--- src/rtl/pipe_hazard_chain_if.sv ---
// Issue / forwarding / writeback bundle for pipe_hazard_chain.
// The master side drives the issue request, load data and pipeline controls;
// the slave side (the chain) returns readiness, forwarded operands,
// writeback contents and event counters.
interface pipe_hazard_chain_if #(
    parameter int DATA_W = 32,
    parameter int ADDR_W = 5
);
    logic              in_valid;
    logic              in_ready;
    logic [ADDR_W-1:0] in_rs1;
    logic [ADDR_W-1:0] in_rs2;
    logic [ADDR_W-1:0] in_rd;
    logic              in_regw;
    logic              in_load;
    logic [DATA_W-1:0] in_data;
    logic [DATA_W-1:0] mem_rdata;
    logic              hold;
    logic              flush;
    logic              fwd1_hit;
    logic              fwd2_hit;
    logic [DATA_W-1:0] fwd1_val;
    logic [DATA_W-1:0] fwd2_val;
    logic              ld_pending;
    logic              wb_valid;
    logic              wb_regw;
    logic [ADDR_W-1:0] wb_rd;
    logic [DATA_W-1:0] wb_data;
    logic [15:0]       stall_cnt;
    logic [15:0]       flush_cnt;

    modport master (
        output in_valid, in_rs1, in_rs2, in_rd, in_regw, in_load, in_data,
        output mem_rdata, hold, flush,
        input  in_ready, fwd1_hit, fwd2_hit, fwd1_val, fwd2_val, ld_pending,
        input  wb_valid, wb_regw, wb_rd, wb_data, stall_cnt, flush_cnt
    );

    modport slave (
        input  in_valid, in_rs1, in_rs2, in_rd, in_regw, in_load, in_data,
        input  mem_rdata, hold, flush,
        output in_ready, fwd1_hit, fwd2_hit, fwd1_val, fwd2_val, ld_pending,
        output wb_valid, wb_regw, wb_rd, wb_data, stall_cnt, flush_cnt
    );
endinterface

--- src/rtl/pipe_hazard_chain.sv ---
// In-flight instruction chain with operand forwarding, load-use interlock,
// flush of the youngest stages, downstream hold, and saturating stall/flush
// event counters. Stage 1 is the youngest entry, stage STAGES drives writeback.
module pipe_hazard_chain #(
    parameter int DATA_W      = 32,
    parameter int ADDR_W      = 5,
    parameter int STAGES      = 4,
    parameter int LOAD_STAGE  = 2,
    parameter int FLUSH_DEPTH = 1
) (
    input  logic               clk,
    input  logic               rst,
    pipe_hazard_chain_if.slave bus
);
    logic [STAGES:1]             r_vld;
    logic [STAGES:1]             r_regw;
    logic [STAGES:1]             r_load;
    logic [STAGES:1][ADDR_W-1:0] r_rd;
    logic [STAGES:1][DATA_W-1:0] r_data;
    logic [15:0]                 r_stall_cnt;
    logic [15:0]                 r_flush_cnt;

    logic              w_found1;
    logic              w_found2;
    logic              w_hz1;
    logic              w_hz2;
    logic [DATA_W-1:0] w_sel1;
    logic [DATA_W-1:0] w_sel2;
    logic              w_hazard;
    logic              w_ready;
    logic              w_issue;
    logic              w_hit1;
    logic              w_hit2;

    function automatic logic [15:0] sat_inc(input logic [15:0] v);
        return (v == 16'hFFFF) ? v : v + 16'd1;
    endfunction

    // Scan oldest to youngest so the youngest matching stage is the one left selected.
    always_comb begin
        w_found1 = 1'b0;
        w_found2 = 1'b0;
        w_hz1    = 1'b0;
        w_hz2    = 1'b0;
        w_sel1   = '0;
        w_sel2   = '0;
        for (int s = STAGES; s >= 1; s--) begin
            if (r_vld[s] && r_regw[s] && (r_rd[s] == bus.in_rs1) && (bus.in_rs1 != '0)) begin
                w_found1 = 1'b1;
                w_hz1    = r_load[s] && (s < LOAD_STAGE);
                w_sel1   = r_data[s];
            end
            if (r_vld[s] && r_regw[s] && (r_rd[s] == bus.in_rs2) && (bus.in_rs2 != '0)) begin
                w_found2 = 1'b1;
                w_hz2    = r_load[s] && (s < LOAD_STAGE);
                w_sel2   = r_data[s];
            end
        end
    end

    // A load whose data is not yet valid blocks issue; while in reset only hold matters.
    assign w_hazard = rst && (w_hz1 || w_hz2);
    assign w_ready  = rst ? (!bus.hold && !w_hazard && !bus.flush) : !bus.hold;
    assign w_issue  = bus.in_valid && w_ready;
    assign w_hit1   = rst && w_found1 && !w_hz1;
    assign w_hit2   = rst && w_found2 && !w_hz2;

    // Stage chain: advance unless held; flushed stages become empty bubbles.
    always_ff @(posedge clk) begin
        if (!rst) begin
            r_vld  <= '0;
            r_regw <= '0;
            r_load <= '0;
            r_rd   <= '0;
            r_data <= '0;
        end else if (bus.hold) begin
            if (bus.flush) begin
                for (int s = 1; s <= FLUSH_DEPTH; s++) begin
                    r_vld[s]  <= 1'b0;
                    r_regw[s] <= 1'b0;
                    r_load[s] <= 1'b0;
                    r_rd[s]   <= '0;
                    r_data[s] <= '0;
                end
            end
        end else begin
            for (int s = STAGES; s >= 2; s--) begin
                if (bus.flush && ((s - 1) <= FLUSH_DEPTH)) begin
                    r_vld[s]  <= 1'b0;
                    r_regw[s] <= 1'b0;
                    r_load[s] <= 1'b0;
                    r_rd[s]   <= '0;
                    r_data[s] <= '0;
                end else begin
                    r_vld[s]  <= r_vld[s-1];
                    r_regw[s] <= r_regw[s-1];
                    r_load[s] <= r_load[s-1];
                    r_rd[s]   <= r_rd[s-1];
                    if ((s == LOAD_STAGE) && r_vld[s-1] && r_load[s-1]) begin
                        r_data[s] <= bus.mem_rdata;
                    end else begin
                        r_data[s] <= r_data[s-1];
                    end
                end
            end
            r_vld[1]  <= w_issue;
            r_regw[1] <= w_issue && bus.in_regw;
            r_load[1] <= w_issue && bus.in_load;
            r_rd[1]   <= w_issue ? bus.in_rd : '0;
            r_data[1] <= w_issue ? bus.in_data : '0;
        end
    end

    // Saturating event counters, frozen while held.
    always_ff @(posedge clk) begin
        if (!rst) begin
            r_stall_cnt <= '0;
            r_flush_cnt <= '0;
        end else if (!bus.hold) begin
            if (bus.in_valid && w_hazard && !bus.flush) begin
                r_stall_cnt <= sat_inc(r_stall_cnt);
            end
            if (bus.flush) begin
                r_flush_cnt <= sat_inc(r_flush_cnt);
            end
        end
    end

    assign bus.in_ready   = w_ready;
    assign bus.fwd1_hit   = w_hit1;
    assign bus.fwd2_hit   = w_hit2;
    assign bus.fwd1_val   = w_hit1 ? w_sel1 : '0;
    assign bus.fwd2_val   = w_hit2 ? w_sel2 : '0;
    assign bus.ld_pending = rst && r_vld[LOAD_STAGE-1] && r_load[LOAD_STAGE-1];
    assign bus.wb_valid   = r_vld[STAGES];
    assign bus.wb_regw    = r_regw[STAGES];
    assign bus.wb_rd      = r_rd[STAGES];
    assign bus.wb_data    = r_data[STAGES];
    assign bus.stall_cnt  = r_stall_cnt;
    assign bus.flush_cnt  = r_flush_cnt;
endmodule
--- src/flat_wrapper.sv ---
// flat-port wrapper written by rule: the top's interface ports become plain ports
module pipe_hazard_chain_flat 
#(
    parameter int DATA_W      = 32,
    parameter int ADDR_W      = 5,
    parameter int STAGES      = 4,
    parameter int LOAD_STAGE  = 2,
    parameter int FLUSH_DEPTH = 1
)
  (clk, rst, bus_in_valid, bus_in_rs1, bus_in_rs2, bus_in_rd, bus_in_regw, bus_in_load, bus_in_data, bus_mem_rdata, bus_hold, bus_flush, bus_in_ready, bus_fwd1_hit, bus_fwd2_hit, bus_fwd1_val, bus_fwd2_val, bus_ld_pending, bus_wb_valid, bus_wb_regw, bus_wb_rd, bus_wb_data, bus_stall_cnt, bus_flush_cnt);
  pipe_hazard_chain_if #(.DATA_W(DATA_W), .ADDR_W(ADDR_W)) bus_i ();
  input  logic clk;
  input  logic rst;
  input wire logic [$bits(bus_i.in_valid)-1:0] bus_in_valid;
  input wire logic [$bits(bus_i.in_rs1)-1:0] bus_in_rs1;
  input wire logic [$bits(bus_i.in_rs2)-1:0] bus_in_rs2;
  input wire logic [$bits(bus_i.in_rd)-1:0] bus_in_rd;
  input wire logic [$bits(bus_i.in_regw)-1:0] bus_in_regw;
  input wire logic [$bits(bus_i.in_load)-1:0] bus_in_load;
  input wire logic [$bits(bus_i.in_data)-1:0] bus_in_data;
  input wire logic [$bits(bus_i.mem_rdata)-1:0] bus_mem_rdata;
  input wire logic [$bits(bus_i.hold)-1:0] bus_hold;
  input wire logic [$bits(bus_i.flush)-1:0] bus_flush;
  output wire logic [$bits(bus_i.in_ready)-1:0] bus_in_ready;
  output wire logic [$bits(bus_i.fwd1_hit)-1:0] bus_fwd1_hit;
  output wire logic [$bits(bus_i.fwd2_hit)-1:0] bus_fwd2_hit;
  output wire logic [$bits(bus_i.fwd1_val)-1:0] bus_fwd1_val;
  output wire logic [$bits(bus_i.fwd2_val)-1:0] bus_fwd2_val;
  output wire logic [$bits(bus_i.ld_pending)-1:0] bus_ld_pending;
  output wire logic [$bits(bus_i.wb_valid)-1:0] bus_wb_valid;
  output wire logic [$bits(bus_i.wb_regw)-1:0] bus_wb_regw;
  output wire logic [$bits(bus_i.wb_rd)-1:0] bus_wb_rd;
  output wire logic [$bits(bus_i.wb_data)-1:0] bus_wb_data;
  output wire logic [$bits(bus_i.stall_cnt)-1:0] bus_stall_cnt;
  output wire logic [$bits(bus_i.flush_cnt)-1:0] bus_flush_cnt;
  assign bus_i.in_valid = bus_in_valid;
  assign bus_i.in_rs1 = bus_in_rs1;
  assign bus_i.in_rs2 = bus_in_rs2;
  assign bus_i.in_rd = bus_in_rd;
  assign bus_i.in_regw = bus_in_regw;
  assign bus_i.in_load = bus_in_load;
  assign bus_i.in_data = bus_in_data;
  assign bus_i.mem_rdata = bus_mem_rdata;
  assign bus_i.hold = bus_hold;
  assign bus_i.flush = bus_flush;
  assign bus_in_ready = bus_i.in_ready;
  assign bus_fwd1_hit = bus_i.fwd1_hit;
  assign bus_fwd2_hit = bus_i.fwd2_hit;
  assign bus_fwd1_val = bus_i.fwd1_val;
  assign bus_fwd2_val = bus_i.fwd2_val;
  assign bus_ld_pending = bus_i.ld_pending;
  assign bus_wb_valid = bus_i.wb_valid;
  assign bus_wb_regw = bus_i.wb_regw;
  assign bus_wb_rd = bus_i.wb_rd;
  assign bus_wb_data = bus_i.wb_data;
  assign bus_stall_cnt = bus_i.stall_cnt;
  assign bus_flush_cnt = bus_i.flush_cnt;
  pipe_hazard_chain #(.DATA_W(DATA_W), .ADDR_W(ADDR_W), .STAGES(STAGES), .LOAD_STAGE(LOAD_STAGE), .FLUSH_DEPTH(FLUSH_DEPTH)) u_core (.clk(clk), .rst(rst), .bus(bus_i));
endmodule
--- config.mk ---
export PLATFORM = sky130hd
export DESIGN_NAME = pipe_hazard_chain_flat
export DESIGN_NICKNAME = d
export VERILOG_FILES = /design/src/rtl/pipe_hazard_chain_if.sv /design/src/rtl/pipe_hazard_chain.sv /design/src/flat_wrapper.sv
export SDC_FILE = /design/constraint.sdc
export NUM_CORES = 1
export LEC_CHECK = 0
export ABC_AREA = 0
export CORE_MARGIN = 4
export CORE_UTILIZATION = 51
export DETAILED_ROUTE_END_ITERATION = 8
export PLACE_DENSITY = 0.92
export SYNTH_ARGS = -nofsm -noshare
export SYNTH_HDL_FRONTEND = slang
export SYNTH_SLANG_ARGS = --single-unit
--- constraint.sdc ---
create_clock -name clk -period 5.2 [get_ports clk]
set_input_delay 1.56 -clock clk [delete_from_list [all_inputs] [get_ports clk]]
set_output_delay 1.56 -clock clk [all_outputs]
set_load 0.01 [all_outputs]
==> reports/metrics.csv <==
metric;value;unit
outcome;complete, but fails checks;
failing checks;negative setup slack;
Max Cap Viol;0;
hold slack final;504.9;ps
Worst Setup End Kind;primary output;
Buf/Inv on CP;7;
antenna violations before repair;1;
number of flops mapped to enable cells by yosys;0;
post-synthesis compound-gate area fraction;19.43;%
cell count of the worst reg-to-reg path;9;
Critical path origin;bus_in_rs1[1];
# DRC;0;
CTS Buf Count;17;
detailed placer's ending HPWL;20.81;mm
asr flop ratio synth;0;%
Lkg Pwr;0.005866;uW
flops & latches, synth;189;
Inst Count DP;1537;
Startpoint Class;input pin;
violation count after the first detailed-route iteration;993;
Top Ports;225;
critical path class;input pin to primary output;
clock sinks;189;
CP max FO;6;
via count;9924;
initial core utilization;51.75;%
cell count after synthesis;1120;
largest family of logic cells by synthesized area;compound AO/OA/AOI/OAI gates;
capturing point of the worst reg2reg path;u_core.r_data[22]$_SDFFE_PN0P_;
Cell Area, Synth;0.01007;mm^2
final count of pins violating max slew;0;
final worst setup slack;-19.13;ps
Arr. time, crit path;3660;ps
final net count;1411;
final cycle utilization of the critical path;100.4;%
CTS H-tree lvls;4;
Setup Skew;11.30;ps
post-synthesis mux area share;14.71;%
RD Place Congestion;0.9176;
first-pass GRT wire length;52.58;mm
HP Class;flop to flop;
Post-Synth Adder-Cell Area;0.2485;%
Fillers;1350;
CTS root buf;clkbuf_16;
Final Hold Viols;0;
CTS tree;yes;
unrepaired setup endpoints after global routing;true;
CP peak stage delay;540;ps
Synth Flop Type;dfxtp_1;
n_diodes;0;
Die Y;148.5;um
Remaining Overflow, GRT;0;
vias in the first global route;9746;
Post-CTS Hold Buffers;0;
full die area;0.02206;mm^2
worst setup path endpoint;bus_fwd1_val[31];
Core Area;0.01946;mm^2
clock period minus worst slack;5219;ps
commonest non-fill, non-tap cells in the layout;dfxtp_1 (189), nor2_1 (173), clkdlybuf4s50_1 (146), mux2i_1 (112), nand2_1 (68);
Slowest-stage cell, CP;or4_4;
vias per cell;6.199;
commonest non-fill, non-tap cell in the layout;dfxtp_1;
Net Count, Synth;1208;
cell chain of the critical path;buf_8, or4_4, nor2_4, buf_4, buf_6, nor4_4, buf_4, a211oi_4, buf_6, buf_12, o211a_1, buf_2;
Setup Slack @ Placement;-822.6;ps
largest net degree at the start of global routing;82;
Max VDD drop;0.0001967;V
worst flop-to-flop path startpoint;u_core.r_vld[1]$_SDFF_PN0_;
Setup-failing EPs final;2;
I/O Buffers;224;
cell row count;51;
delay-heaviest family, CP;buffers and inverters;
drt total wl;34.82;mm
Seq/Total Area, Yosys;37.57;%
r2r setup slk;2450;ps
Post-Layout Cell Count;1601;
Required @ worst endpoint;3640;ps
final antenna-violating net count;0;
Pwr Density;218.5;mW/mm^2
area grow syn2layout;35.73;%
worst rel slew slack;25.45;%
YS warnings;0;
Peak Freq;0.1916;GHz
Pre-antenna DRT Iters;8;
CTS Buffer Depth;2;
Worst-Margin Slew;1104;ps
Mapped Avg Cell Area;8.992;um^2
WL/cell;21.75;um
Synth cell types;54;
CP Depth;12;
Die Wd;148.5;um
Clk Latency, worst-skew pair;430;ps
Post-Synth XOR/XNOR Area;4.696;%
GRT Util Overall;29.68;%
CTS clk-pin slew, worst paths;80;ps
layout cells sized above 1;22.83;%
simple-gate share of the synthesized area;15.53;%
## kinds of logic after synthesis
group,Yosys count
DFF,189
AOI/OAI and AO/OA,246
muxes,144
xor gates and xnor gates,54
buffers and inverters,143
adders and majority gates,2
and+or+nand+nor,342
## report_power, final
group / total [uW] / switching, uW / internal, uW
Sequential: 1470 / 13.5 / 1460
Clock: 1300 / 643 / 657
Combinational: 218 / 106 / 112
Total: 2990 / 763 / 2220
## what timing repair did
item,in CTS,in global routing
endpoints found under the setup margin,67,67
buffers inserted,15,9
pin swaps,27,29
resized for setup,340,70
cloned,6,3
## cell type report
cell class                 count  area, um^2  share of cell area, %
multi-input combinational    788        5869                  42.94
sequential                   189        3784                  27.68
timing repair buffer         319        3065                  22.43
clock buffer                  18       439.2                  3.213
tap                          265       331.6                  2.426
clock inverter                14       147.6                  1.080
inverter                       8       32.53                 0.2380
## cells in the mapped netlist (2+ instances only)
cell type / instances / area (um^2)
dfxtp_1: 189 / 3784
nor2_1: 175 / 656.9
mux2i_1: 112 / 1121
nand2_1: 76 / 285.3
clkbuf_1: 56 / 210.2
buf_4: 41 / 307.8
a22o_1: 39 / 341.6
a22oi_1: 33 / 247.7
o211ai_1: 33 / 247.7
a221oi_1: 32 / 280.3
mux2_2: 32 / 360.4
o211a_1: 32 / 320.3
xnor2_1: 30 / 262.8
a211oi_1: 26 / 195.2
xor2_1: 24 / 210.2
a21oi_1: 22 / 110.1
buf_2: 20 / 100.1
nand4_1: 13 / 81.33
or3_1: 13 / 81.33
o21ai_0: 11 / 55.05
buf_1: 10 / 37.54
nor3_1: 9 / 45.04
nor3b_1: 8 / 60.06
and3_1: 7 / 43.79
inv_1: 7 / 26.28
nand3_1: 7 / 35.03
a21o_1: 6 / 45.04
and2_1: 5 / 31.28
buf_6: 5 / 56.30
nor4_1: 5 / 31.28
and4_1: 4 / 35.03
nand2b_1: 4 / 25.02
nor2b_1: 4 / 25.02
o2111ai_1: 4 / 35.03
buf_8: 3 / 45.04
or4_1: 3 / 22.52
ha_1: 2 / 25.02
nor4_2: 2 / 25.02
## worst min path at each step
stage	start	to	cells after the start
after floorplan	u_core.r_regw[1]$_SDFF_PN0_	u_core.r_regw[1]$_SDFF_PN0_	1
after global placement	u_core.bus.flush_cnt[12]$_SDFFE_PN0P_	u_core.bus.flush_cnt[12]$_SDFFE_PN0P_	2
after detailed placement	u_core.bus.flush_cnt[12]$_SDFFE_PN0P_	u_core.bus.flush_cnt[12]$_SDFFE_PN0P_	2
after CTS	u_core.bus.flush_cnt[12]$_SDFFE_PN0P_	u_core.bus.flush_cnt[12]$_SDFFE_PN0P_	2
after global routing	u_core.bus.stall_cnt[14]$_SDFFE_PN0P_	u_core.bus.stall_cnt[14]$_SDFFE_PN0P_	2
final	u_core.bus.flush_cnt[12]$_SDFFE_PN0P_	u_core.bus.flush_cnt[12]$_SDFFE_PN0P_	2
## per-layer routing
layer | track usage, % | wire length, um | vias up
li1 | - | - | 4430
met1 | 36.70 | 13590 | 4729
met2 | 49.31 | 16490 | 630
met3 | 6.581 | 3108 | 133
met4 | 13.86 | 1627 | 2
met5 | 0 | 7 | -
## through the flow
stage                     cell area, um^2  power [uW]  setup TNS (ps)  util (%)
after floorplan                     10070        1603               0         -
after global placement              12580        1706          -46230     64.65
after detailed placement            12580        1710          -47930     64.65
after CTS                           13390        2986          -59.00     68.81
after global routing                13670        3069           -2561     70.23
final                               13670        2987          -31.75     70.23
## state kept, by name, summed over array words and instances (netlist names)
register / flops
u_core.bus.flush_cnt: 16
u_core.bus.stall_cnt: 16
u_core.bus.wb_data: 32
u_core.bus.wb_rd: 5
u_core.r_data: 96
u_core.r_load: 1
u_core.r_rd: 15
u_core.r_regw: 4
u_core.r_vld: 4
## worst min-delay path: cells and delay by family (launching register included)
kind | cells | cell delay (ps)
DFF | 1 | 330
AOI/OAI and AO/OA | 2 | 130
(Power assumes the default switching activity.)
